==> config.mk <==
export PLATFORM = sky130hd
export DESIGN_NAME = dmem_access_unit_flat
export DESIGN_NICKNAME = d
export VERILOG_FILES = /design/src/rtl/dmem_access_unit_if.sv /design/src/rtl/dmem_access_unit.sv /design/src/flat_wrapper.sv
export SDC_FILE = /design/constraint.sdc
export NUM_CORES = 1
export LEC_CHECK = 0
export CAP_MARGIN = 20
export CORE_ASPECT_RATIO = 0.75
export CORE_MARGIN = 3
export CORE_UTILIZATION = 41
export DETAILED_ROUTE_END_ITERATION = 8
export PLACE_DENSITY = 0.89
export SLEW_MARGIN = 0
export SYNTH_ARGS = -nofsm -noshare
export SYNTH_HDL_FRONTEND = slang
export SYNTH_SLANG_ARGS = --single-unit
==> constraint.sdc <==
create_clock -name clk -period 4.5 [get_ports clk]
set_input_delay 1.35 -clock clk [delete_from_list [all_inputs] [get_ports clk]]
set_output_delay 1.35 -clock clk [all_outputs]
set_load 0.005 [all_outputs]
==> src/rtl/dmem_access_unit_if.sv <==
// Bundle between the MEM-stage data-memory access unit, the pipeline and the data memory.
interface dmem_access_unit_if;
    logic [31:0] IN_address;
    logic [31:0] IN_store_data;
    logic        IN_mem_read;
    logic        IN_mem_write;
    logic [2:0]  IN_funct3;
    logic        busywait;
    logic [31:0] dmem_out;
    logic        access_fault;
    logic        mem_read;
    logic        mem_write;
    logic [31:0] mem_address;
    logic [31:0] mem_writedata;
    logic [3:0]  mem_byteen;
    logic [31:0] mem_readdata;
    logic        mem_busywait;

    modport slave (
        input  IN_address, IN_store_data, IN_mem_read, IN_mem_write, IN_funct3,
        input  mem_readdata, mem_busywait,
        output busywait, dmem_out, access_fault,
        output mem_read, mem_write, mem_address, mem_writedata, mem_byteen
    );

    modport master (
        output IN_address, IN_store_data, IN_mem_read, IN_mem_write, IN_funct3,
        output mem_readdata, mem_busywait,
        input  busywait, dmem_out, access_fault,
        input  mem_read, mem_write, mem_address, mem_writedata, mem_byteen
    );
endinterface

==> src/rtl/dmem_access_unit.sv <==
// Data-memory access unit: checks alignment/width legality, drives byte-lane memory
// strobes, formats load data and aborts accesses that stall for too long.
module dmem_access_unit #(
    parameter int TIMEOUT_CYCLES = 64
) (
    input logic             clk,
    input logic             reset,
    dmem_access_unit_if.slave bus
);
    typedef enum logic [1:0] {IDLE, ACCESS, DONE} state_t;

    state_t      state;
    logic [7:0]  wd_count;
    logic [2:0]  funct3_q;
    logic [1:0]  offset_q;
    logic        is_load_q;
    logic        request;
    logic        illegal;
    logic [31:0] lane;
    logic [31:0] load_value;
    logic [31:0] store_word;
    logic [3:0]  store_en;

    assign request      = bus.IN_mem_read | bus.IN_mem_write;
    assign bus.busywait = ((state == IDLE) & request) | (state == ACCESS);

    always_comb begin
        illegal = 1'b0;
        if (bus.IN_mem_read && bus.IN_mem_write)
            illegal = 1'b1;
        case (bus.IN_funct3)
            3'b011, 3'b110, 3'b111: illegal = 1'b1;
            3'b010:                 if (bus.IN_address[1:0] != 2'b00) illegal = 1'b1;
            3'b001, 3'b101:         if (bus.IN_address[0]) illegal = 1'b1;
            default: ;
        endcase
        if (bus.IN_mem_write && (bus.IN_funct3 > 3'b010))
            illegal = 1'b1;
    end

    // Narrow stores replicate their data across every lane; byteen selects the live one.
    always_comb begin
        store_en   = 4'b1111;
        store_word = bus.IN_store_data;
        case (bus.IN_funct3[1:0])
            2'b00: begin
                store_en   = 4'b0001 << bus.IN_address[1:0];
                store_word = {4{bus.IN_store_data[7:0]}};
            end
            2'b01: begin
                store_en   = 4'b0011 << bus.IN_address[1:0];
                store_word = {2{bus.IN_store_data[15:0]}};
            end
            default: ;
        endcase
    end

    always_comb begin
        lane = bus.mem_readdata >> {offset_q, 3'b000};
        case (funct3_q)
            3'b000:  load_value = {{24{lane[7]}}, lane[7:0]};
            3'b001:  load_value = {{16{lane[15]}}, lane[15:0]};
            3'b100:  load_value = {24'b0, lane[7:0]};
            3'b101:  load_value = {16'b0, lane[15:0]};
            default: load_value = lane;
        endcase
    end

    always_ff @(posedge clk or posedge reset) begin
        if (reset) begin
            state             <= IDLE;
            wd_count          <= 8'd0;
            funct3_q          <= 3'b000;
            offset_q          <= 2'b00;
            is_load_q         <= 1'b0;
            bus.dmem_out      <= 32'd0;
            bus.access_fault  <= 1'b0;
            bus.mem_read      <= 1'b0;
            bus.mem_write     <= 1'b0;
            bus.mem_address   <= 32'd0;
            bus.mem_writedata <= 32'd0;
            bus.mem_byteen    <= 4'b0000;
        end else begin
            case (state)
                IDLE: begin
                    if (request) begin
                        if (illegal) begin
                            state            <= DONE;
                            bus.access_fault <= 1'b1;
                        end else begin
                            state             <= ACCESS;
                            wd_count          <= 8'd0;
                            funct3_q          <= bus.IN_funct3;
                            offset_q          <= bus.IN_address[1:0];
                            is_load_q         <= bus.IN_mem_read;
                            bus.mem_read      <= bus.IN_mem_read;
                            bus.mem_write     <= bus.IN_mem_write;
                            bus.mem_address   <= {bus.IN_address[31:2], 2'b00};
                            bus.mem_writedata <= store_word;
                            bus.mem_byteen    <= bus.IN_mem_write ? store_en : 4'b0000;
                        end
                    end
                end
                ACCESS: begin
                    if (!bus.mem_busywait) begin
                        state         <= DONE;
                        bus.mem_read  <= 1'b0;
                        bus.mem_write <= 1'b0;
                        if (is_load_q)
                            bus.dmem_out <= load_value;
                    end else if (wd_count == 8'(TIMEOUT_CYCLES - 1)) begin
                        // Watchdog expiry: abandon the access and report it as a fault.
                        state            <= DONE;
                        bus.mem_read     <= 1'b0;
                        bus.mem_write    <= 1'b0;
                        bus.access_fault <= 1'b1;
                    end else begin
                        wd_count <= wd_count + 8'd1;
                    end
                end
                DONE: begin
                    state            <= IDLE;
                    bus.access_fault <= 1'b0;
                end
                default: state <= IDLE;
            endcase
        end
    end
endmodule

==> src/flat_wrapper.sv <==
// flat-port wrapper written by rule: the top's interface ports become plain ports
module dmem_access_unit_flat 
#(
    parameter int TIMEOUT_CYCLES = 64
)
  (clk, reset, bus_IN_address, bus_IN_store_data, bus_IN_mem_read, bus_IN_mem_write, bus_IN_funct3, bus_mem_readdata, bus_mem_busywait, bus_busywait, bus_dmem_out, bus_access_fault, bus_mem_read, bus_mem_write, bus_mem_address, bus_mem_writedata, bus_mem_byteen);
  dmem_access_unit_if bus_i ();
  input logic clk;
  input logic reset;
  input wire logic [$bits(bus_i.IN_address)-1:0] bus_IN_address;
  input wire logic [$bits(bus_i.IN_store_data)-1:0] bus_IN_store_data;
  input wire logic [$bits(bus_i.IN_mem_read)-1:0] bus_IN_mem_read;
  input wire logic [$bits(bus_i.IN_mem_write)-1:0] bus_IN_mem_write;
  input wire logic [$bits(bus_i.IN_funct3)-1:0] bus_IN_funct3;
  input wire logic [$bits(bus_i.mem_readdata)-1:0] bus_mem_readdata;
  input wire logic [$bits(bus_i.mem_busywait)-1:0] bus_mem_busywait;
  output wire logic [$bits(bus_i.busywait)-1:0] bus_busywait;
  output wire logic [$bits(bus_i.dmem_out)-1:0] bus_dmem_out;
  output wire logic [$bits(bus_i.access_fault)-1:0] bus_access_fault;
  output wire logic [$bits(bus_i.mem_read)-1:0] bus_mem_read;
  output wire logic [$bits(bus_i.mem_write)-1:0] bus_mem_write;
  output wire logic [$bits(bus_i.mem_address)-1:0] bus_mem_address;
  output wire logic [$bits(bus_i.mem_writedata)-1:0] bus_mem_writedata;
  output wire logic [$bits(bus_i.mem_byteen)-1:0] bus_mem_byteen;
  assign bus_i.IN_address = bus_IN_address;
  assign bus_i.IN_store_data = bus_IN_store_data;
  assign bus_i.IN_mem_read = bus_IN_mem_read;
  assign bus_i.IN_mem_write = bus_IN_mem_write;
  assign bus_i.IN_funct3 = bus_IN_funct3;
  assign bus_i.mem_readdata = bus_mem_readdata;
  assign bus_i.mem_busywait = bus_mem_busywait;
  assign bus_busywait = bus_i.busywait;
  assign bus_dmem_out = bus_i.dmem_out;
  assign bus_access_fault = bus_i.access_fault;
  assign bus_mem_read = bus_i.mem_read;
  assign bus_mem_write = bus_i.mem_write;
  assign bus_mem_address = bus_i.mem_address;
  assign bus_mem_writedata = bus_i.mem_writedata;
  assign bus_mem_byteen = bus_i.mem_byteen;
  dmem_access_unit #(.TIMEOUT_CYCLES(TIMEOUT_CYCLES)) u_core (.clk(clk), .reset(reset), .bus(bus_i));
endmodule
==> metrics.txt, run 1 <==
status complete, no violations; pin count of the biggest net entering global routing 66; Max VDD drop 0.365 mV; Final setup viols 0; ant diodes 0; NetSw between 0.001 and 0.0015 W; EDFF count, synth 0; RSZ-0062 raised after global routing no; Comb pwr share approximately two fifths; total negative slack 0 ps; PostCTS Resize Cnt 0; Top Ports 208; area delta synth->final 47.2%; Post-Route Utilization 63.4%; # rows 36; commonest cells after routing, fill and taps aside clkdlybuf4s50_1 (205), dfrtp_1 (117), mux2_2 (69); Leakage 3.61 nW; total gr overflow 0; CTS Buffer Depth 2; routed wl met2 about 8.1 mm; DRT iter0 DRCs 240; fin crit period 3990 ps; GR Util All Layers 21.7%; filler cell count 1004; data required time of the worst path 3150 ps; sequential power share 35.8%; CTS tree built; final setup margin 515 ps; footprint of the multi-input gates approximately 2600 um2; Sink Count 117; register area share after synthesis 51.0%; total internal power 0.00363 W; R2R Setup Slk 2310 ps; Post-Syn Instances 485; Clock Latency Late Sink 410 ps; Core Region about 13000 um2; CP top delay family buffers and inverters; RD Place Congestion around 0.9; Clock Power Share roughly a quarter; vias in the first global route 4962; Maximum Capacitance Violations 0; Max-slew headroom 47.4%; DR top layer met4; FFs w/ async S/R, synth 100%; post-DR wirelength/cell slightly below 20 um; worst-path fanout max 4; number of synthesized register bits between 100 and 150; slew at the pin closest to its max-slew limit 786 ps; H-tree levels 4; port buffer count 205; Critical Path Max Stage Delay 460 ps; Final period util 88.6%; pwr dens about 600 nW/um2; ys flop type dfrtp_1; setup bufs post-CTS 0; WP buf/inv 2; fmax between 200 and 300 MHz; crit-path cells clkdlybuf4s50_1, nor3_1, nor2_1, clkdlybuf4s50_1; routed vias/inst 5.41; DRC errors left 0; YS warnings 0; Most Frequent Cell on Critical Path clkdlybuf4s50_1; final-stage net count 791; wire length on met3 1.55 mm; post-route ant nets 0; met1 WL between 6 and 7 mm; worst slack at placement around 520 ps; HP Class register to register; total routed wirelength 16.7 mm; max-slew violations 0; Die ar. ~15000 um2; WP data arrival 2640 ps; TritonCTS buffer count 17; crit path launch type input pin; Slowest-stage cell, CP clkdlybuf4s50_1; final hold vios 0; total number of vias 4692; Die Y-Extent between 100 and 150 um; Crit Path Class input pin to output pin; mapped cell area 5740 um2; most common cell after layout, fill and taps aside clkdlybuf4s50_1; Starting Density 43.1%; Switching Fraction between 20% and 30%; root buffer cell clkbuf_16; # hold bufs at CTS 0; fraction of layout cells with a size suffix above 1 between 20% and 30%; FF+latch area 2930 um2; syn_area_per_cell ~12 um2; initial antenna violation count 0; Distinct cells, synth 50; Die W around 140 um; Setup crit end kind output pin; hpwl dp 12.0 mm; Worst-path clk slew 50 ps; first-pass GRT wire length 26.0 mm; drt pass-1 iters 4; clk_skew 8.48 ps
==> stage by stage <==
step	std cells	power (W)	hold slack, ps	area (um2)
2_1_floorplan	486	0.00261	470	5740
3_3_place_gp	838	0.00371	464	7880
3_5_place_dp	838	0.00378	468	7880
4_1_cts	868	0.00513	481	8450
5_1_grt	868	0.00537	512	8450
6_report	868	0.00509	478	8450
==> final cells by class <==
cell class	instances	area share, %
inverter	6	0.296
multi-input combinational	331	30.6
sequential	117	34.7
clock inverter	3	0.474
timing repair buffer	213	25.1
tap	171	2.53
clock buffer	27	6.31
==> layer usage <==
| metal | global-route usage (%) | up-vias |
|---|---|---|
| met1 | 26.9 | 2339 |
| met2 | 35.5 | 206 |
| met5 | 0 | - |
| met4 | 5.22 | 0 |
| met3 | 9.15 | 8 |
| li1 | - | 2139 |
==> cells in the mapped netlist, drive strengths merged, types with 2 or more instances <==
cell type | n | area [um2]
buf | 23 | 176
mux2 | 91 | 1110
nor2 | 27 | 104
a21oi | 14 | 85.1
nand3b | 4 | 30.0
nor3 | 10 | 60.1
nand2 | 63 | 236
clkbuf | 9 | 33.8
o211ai | 11 | 87.6
nor2b | 3 | 18.8
o21ai | 28 | 151
o22ai | 2 | 12.5
inv | 6 | 22.5
mux2i | 27 | 270
dfrtp | 117 | 2930
or2 | 3 | 18.8
a22oi | 8 | 60.1
nand3 | 4 | 20.0
or3 | 3 | 18.8
o2bb2ai | 13 | 114
==> cells by family (layout without fill, tap and decap cells) <==
family / count (synthesis) / after routing / synth area share (%)
flops: 117 / 117 / 51.0
compound gates: 84 / 84 / 10.2
fa+ha+maj: 1 / 1 / 0.218
other cells: 1 / 2 / 0.0653
xor+xnor: 1 / 1 / 0.153
simple gates: 124 / 124 / 9.87
buf+inv: 38 / 249 / 4.05
mux: 119 / 119 / 24.4
==> worst register-to-register path: stages, from the launching register on <==
cell and delay (ps):
dfrtp_1 500, nor2_2 260, o21ai_4 120, a21oi_4 140, buf_4 570, mux2_2 460
==> path summary, 6_finish.rpt <==
path / cells past startpoint / from / endpoint
min in group asynchronous: 2 / reset / u_core.bus.mem_address[13]$_DFFE_PP0P_
worst max-delay path: 4 / bus_IN_mem_write / bus_busywait
worst min-delay path: 2 / u_core.bus.dmem_out[0]$_DFFE_PP0P_ / u_core.bus.dmem_out[0]$_DFFE_PP0P_
worst max register to register: 5 / u_core.state[0]$_DFFE_PP0P_ / u_core.bus.mem_address[31]$_DFFE_PP0P_
max in group asynchronous: 3 / reset / u_core.bus.dmem_out[26]$_DFFE_PP0P_
worst min register to register: 2 / u_core.bus.dmem_out[0]$_DFFE_PP0P_ / u_core.bus.dmem_out[0]$_DFFE_PP0P_
==> sequential cells by signal, indices dropped and copies added (netlist names) <==
register / flops
u_core.wd_count: 8
u_core.offset_q: 2
u_core.bus.mem_writedata: 32
u_core.bus.mem_read: 1
u_core.bus.mem_address: 30
u_core.bus.access_fault: 1
u_core.state: 2
u_core.bus.dmem_out: 32
u_core.is_load_q: 1
u_core.bus.mem_write: 1
u_core.bus.mem_byteen: 4
u_core.funct3_q: 3
==> power by group through the flow <==
stage               sequential (W)  combinational, W  clock (W)
floorplan                  0.00178          0.000830          0
global placement           0.00179           0.00192          0
detailed placement         0.00181           0.00197          0
CTS                        0.00182           0.00199    0.00132
global route               0.00187           0.00212    0.00138
finish                     0.00182           0.00197    0.00130
Power figures use the tool's default switching activity.
==> inputs of run 2 (changes only) <==
--- a/config.mk
+++ b/config.mk
@@ -5,12 +5,11 @@
 export SDC_FILE = /design/constraint.sdc
 export NUM_CORES = 1
 export LEC_CHECK = 0
-export CAP_MARGIN = 20
 export CORE_ASPECT_RATIO = 0.75
 export CORE_MARGIN = 3
-export CORE_UTILIZATION = 41
+export CORE_UTILIZATION = 49
 export DETAILED_ROUTE_END_ITERATION = 8
-export PLACE_DENSITY = 0.89
+export PLACE_DENSITY = 0.95
 export SLEW_MARGIN = 0
 export SYNTH_ARGS = -nofsm -noshare
 export SYNTH_HDL_FRONTEND = slang
==> constraint.sdc (replaced) <==
create_clock -name clk -period 4.95 [get_ports clk]
set_input_delay 1.485 -clock clk [delete_from_list [all_inputs] [get_ports clk]]
set_output_delay 1.485 -clock clk [all_outputs]
set_load 0.005 [all_outputs]
==> run 2 against run 1 <==
Register-to-register slack better by 270 ps. Highest routed layer unchanged. Critical endpoint unchanged. Die area is 16% lower. Via count up 2.7%. Largest power group unchanged. Largest cell class unchanged. Total power decreased by 7.6%.
==> metrics.txt, run 2 (synthesized netlist as in run 1, its figures left out) <==
Hold Path Sink u_core.bus.dmem_out[1]$_DFFE_PP0P_ (was u_core.bus.dmem_out[0]$_DFFE_PP0P_); RD Place Congestion 0.930 (was 0.885); root buffer cell clkbuf_16 (unchanged); Max VDD drop 0.364 mV (was 0.365 mV); Cell Area, Placed 7840 um2 (was 7880 um2); Die ar. 13100 um2 (was 15500 um2); PostCTS Resize Cnt 0 (unchanged); DRT iter0 DRCs 294 (was 240); Worst R2R Path Depth 4 (was 5); GR Util All Layers 26.0% (was 21.7%); Die W 131 um (was 143 um); slew at the pin closest to its max-slew limit 1220 ps (was 786 ps); commonest cells after routing, fill and taps aside clkdlybuf4s50_1 (205), dfrtp_1 (117), mux2_2 (69) (unchanged); Maximum Capacitance Violations 0 (unchanged); total internal power 0.00335 W (was 0.00363 W); RSZ-0062 raised after global routing no (unchanged); # hold bufs at CTS 0 (unchanged); TritonCTS buffer count 17 (unchanged); fmax 232 MHz; R2R Setup Slk 2580 ps (was 2310 ps); ant diodes 0 (unchanged); HP Class register to register (unchanged); fraction of layout cells with a size suffix above 1 20.3% (was 20.2%); post-DR wirelength/cell 19.9 um (was 19.3 um); initial antenna violation count 0 (unchanged); final-stage net count 790 (was 791); Clock Power Share 26.7% (was 25.6%); Starting Density 51.3% (was 43.1%); Max-slew headroom 18.7% (was 47.4%); sequential power share 35.9% (was 35.8%); WP data arrival 2830 ps (was 2640 ps); hpwl dp 12.0 mm (about the same); NetSw 0.00135 W (was 0.00145 W); hold path start u_core.bus.dmem_out[1]$_DFFE_PP0P_ (was u_core.bus.dmem_out[0]$_DFFE_PP0P_); data required time of the worst path 3460 ps (was 3150 ps); Worst-path clk slew 50 ps (about the same); CTS tree built (unchanged); first-pass GRT wire length 26.2 mm (was 26.0 mm); drt pass-1 iters 7 (was 4); pwr dens 557 nW/um2 (was 602 nW/um2); Worst R2R Start u_core.state[0]$_DFFE_PP0P_ (unchanged); total number of vias 4821 (was 4692); Comb pwr share 37.4% (was 38.7%); most common cell after layout, fill and taps aside clkdlybuf4s50_1 (unchanged); post-route ant nets 0 (unchanged); Sink Count 117 (unchanged); vias in the first global route 5049 (was 4962); routed vias/inst 5.64 (was 5.41); CTS Buffer Depth 2 (unchanged); total negative slack 0 ps (unchanged); crit path launch type input pin (unchanged); total routed wirelength 17.0 mm (was 16.7 mm); final setup margin 632 ps (was 515 ps); final hold vios 0 (unchanged); Die Y-Extent 99.7 um (was 108 um); cell area after layout 8440 um2 (was 8450 um2); worst slack at placement 650 ps (was 516 ps); hold-critical path depth 2 (unchanged); port buffer count 205 (unchanged); largest registers u_core.bus.dmem_out (32), u_core.bus.mem_writedata (32), u_core.bus.mem_address (30) (unchanged); Crit Path Class input pin to output pin (unchanged); total gr overflow 0 (unchanged); fin crit period 4320 ps; Hold WS 484 ps (was 478 ps); DRC errors left 0 (unchanged); reg2reg end u_core.bus.dmem_out[23]$_DFFE_PP0P_ (was u_core.bus.mem_address[31]$_DFFE_PP0P_); H-tree levels 4 (unchanged); area delta synth->final 47.0% (was 47.2%); # rows 33 (was 36); Leakage 3.61 nW (about the same); Core Region 11200 um2 (was 13300 um2); Clock Latency Late Sink 410 ps (about the same); max-slew violations 0 (unchanged); Switching Fraction 28.8% (was 28.6%); status complete, no violations (unchanged); clk_skew 8.80 ps (was 8.48 ps); setup bufs post-CTS 0 (unchanged); Setup crit end kind output pin (unchanged); Top Ports 208 (unchanged); Final setup viols 0 (unchanged); Final period util 87.2%; worst-path fanout max 4 (unchanged); pin count of the biggest net entering global routing 93 (was 66)
[run 2: changes by cell type in the layout (fill, tap and decap cells not counted), sizes merged]
| cell | before | now |
|---|---|---|
| buf | 8 | 7 |
| bufinv | 1 | 3 |
| clkbuf | 27 | 23 |
| clkinv | 2 | 4 |
| clkinvlp | 0 | 2 |
[run 2: worst max-delay path: stages]
cell             delay [ps]
clkdlybuf4s50_1         480
nor3_1                  320
nor2_1                   80
clkdlybuf4s50_1         460
[run 2: how the worst max path moves through the flow]
stage / from / end / slack (ps) / cells past startpoint
detailed placement: bus_IN_mem_write / bus_busywait / 650 / 4
global route: bus_IN_mem_write / bus_busywait / 580 / 4
finish: bus_IN_mem_write / bus_busywait / 630 / 4
CTS: bus_IN_mem_write / bus_busywait / 640 / 4
global placement: bus_IN_mem_write / bus_busywait / 690 / 4
floorplan: reset / u_core.bus.access_fault$_DFFE_PP0P_ / 360 / 1
[run 2: per-layer routing]
layer / vias to the layer above / part of all wire (%) / track usage [%] / routed length (um)
met5: - / 0 / 0 / 0
met4: 0 / 2.4 / 7.83 / 414
li1: 2133 / - / - / -
met3: 43 / 11 / 11.3 / 1840
met1: 2369 / 38 / 31.5 / 6400
met2: 276 / 49 / 42.2 / 8340
[run 2: through the flow]
stage | util [%] | std cells | total power [W]
after floorplan | - | 486 | 0.00237
after global placement | 70.0 | 823 | 0.00337
after detailed placement | 70.0 | 823 | 0.00344
after CTS | 75.4 | 855 | 0.00473
after global routing | 75.4 | 855 | 0.00494
final | 75.4 | 855 | 0.00470
[run 2: final cells by class]
class                           instances  area [um2]
Clock inverter                          9         125
Multi-Input combinational cell        331        2580
Clock buffer                           23         478
Tap cell                              157         196
Sequential cell                       117        2930
Fill cell                             701        2750
Timing Repair Buffer                  212        2100
Inverter                                6        25.0
[run 2: power groups by stage]
stage               combinational [W]  clock, W  sequential [W]
finish                        0.00176   0.00125         0.00169
global route                  0.00189   0.00132         0.00174
CTS                           0.00178   0.00127         0.00169
detailed placement            0.00176         0         0.00168
global placement              0.00171         0         0.00166
floorplan                    0.000755         0         0.00162
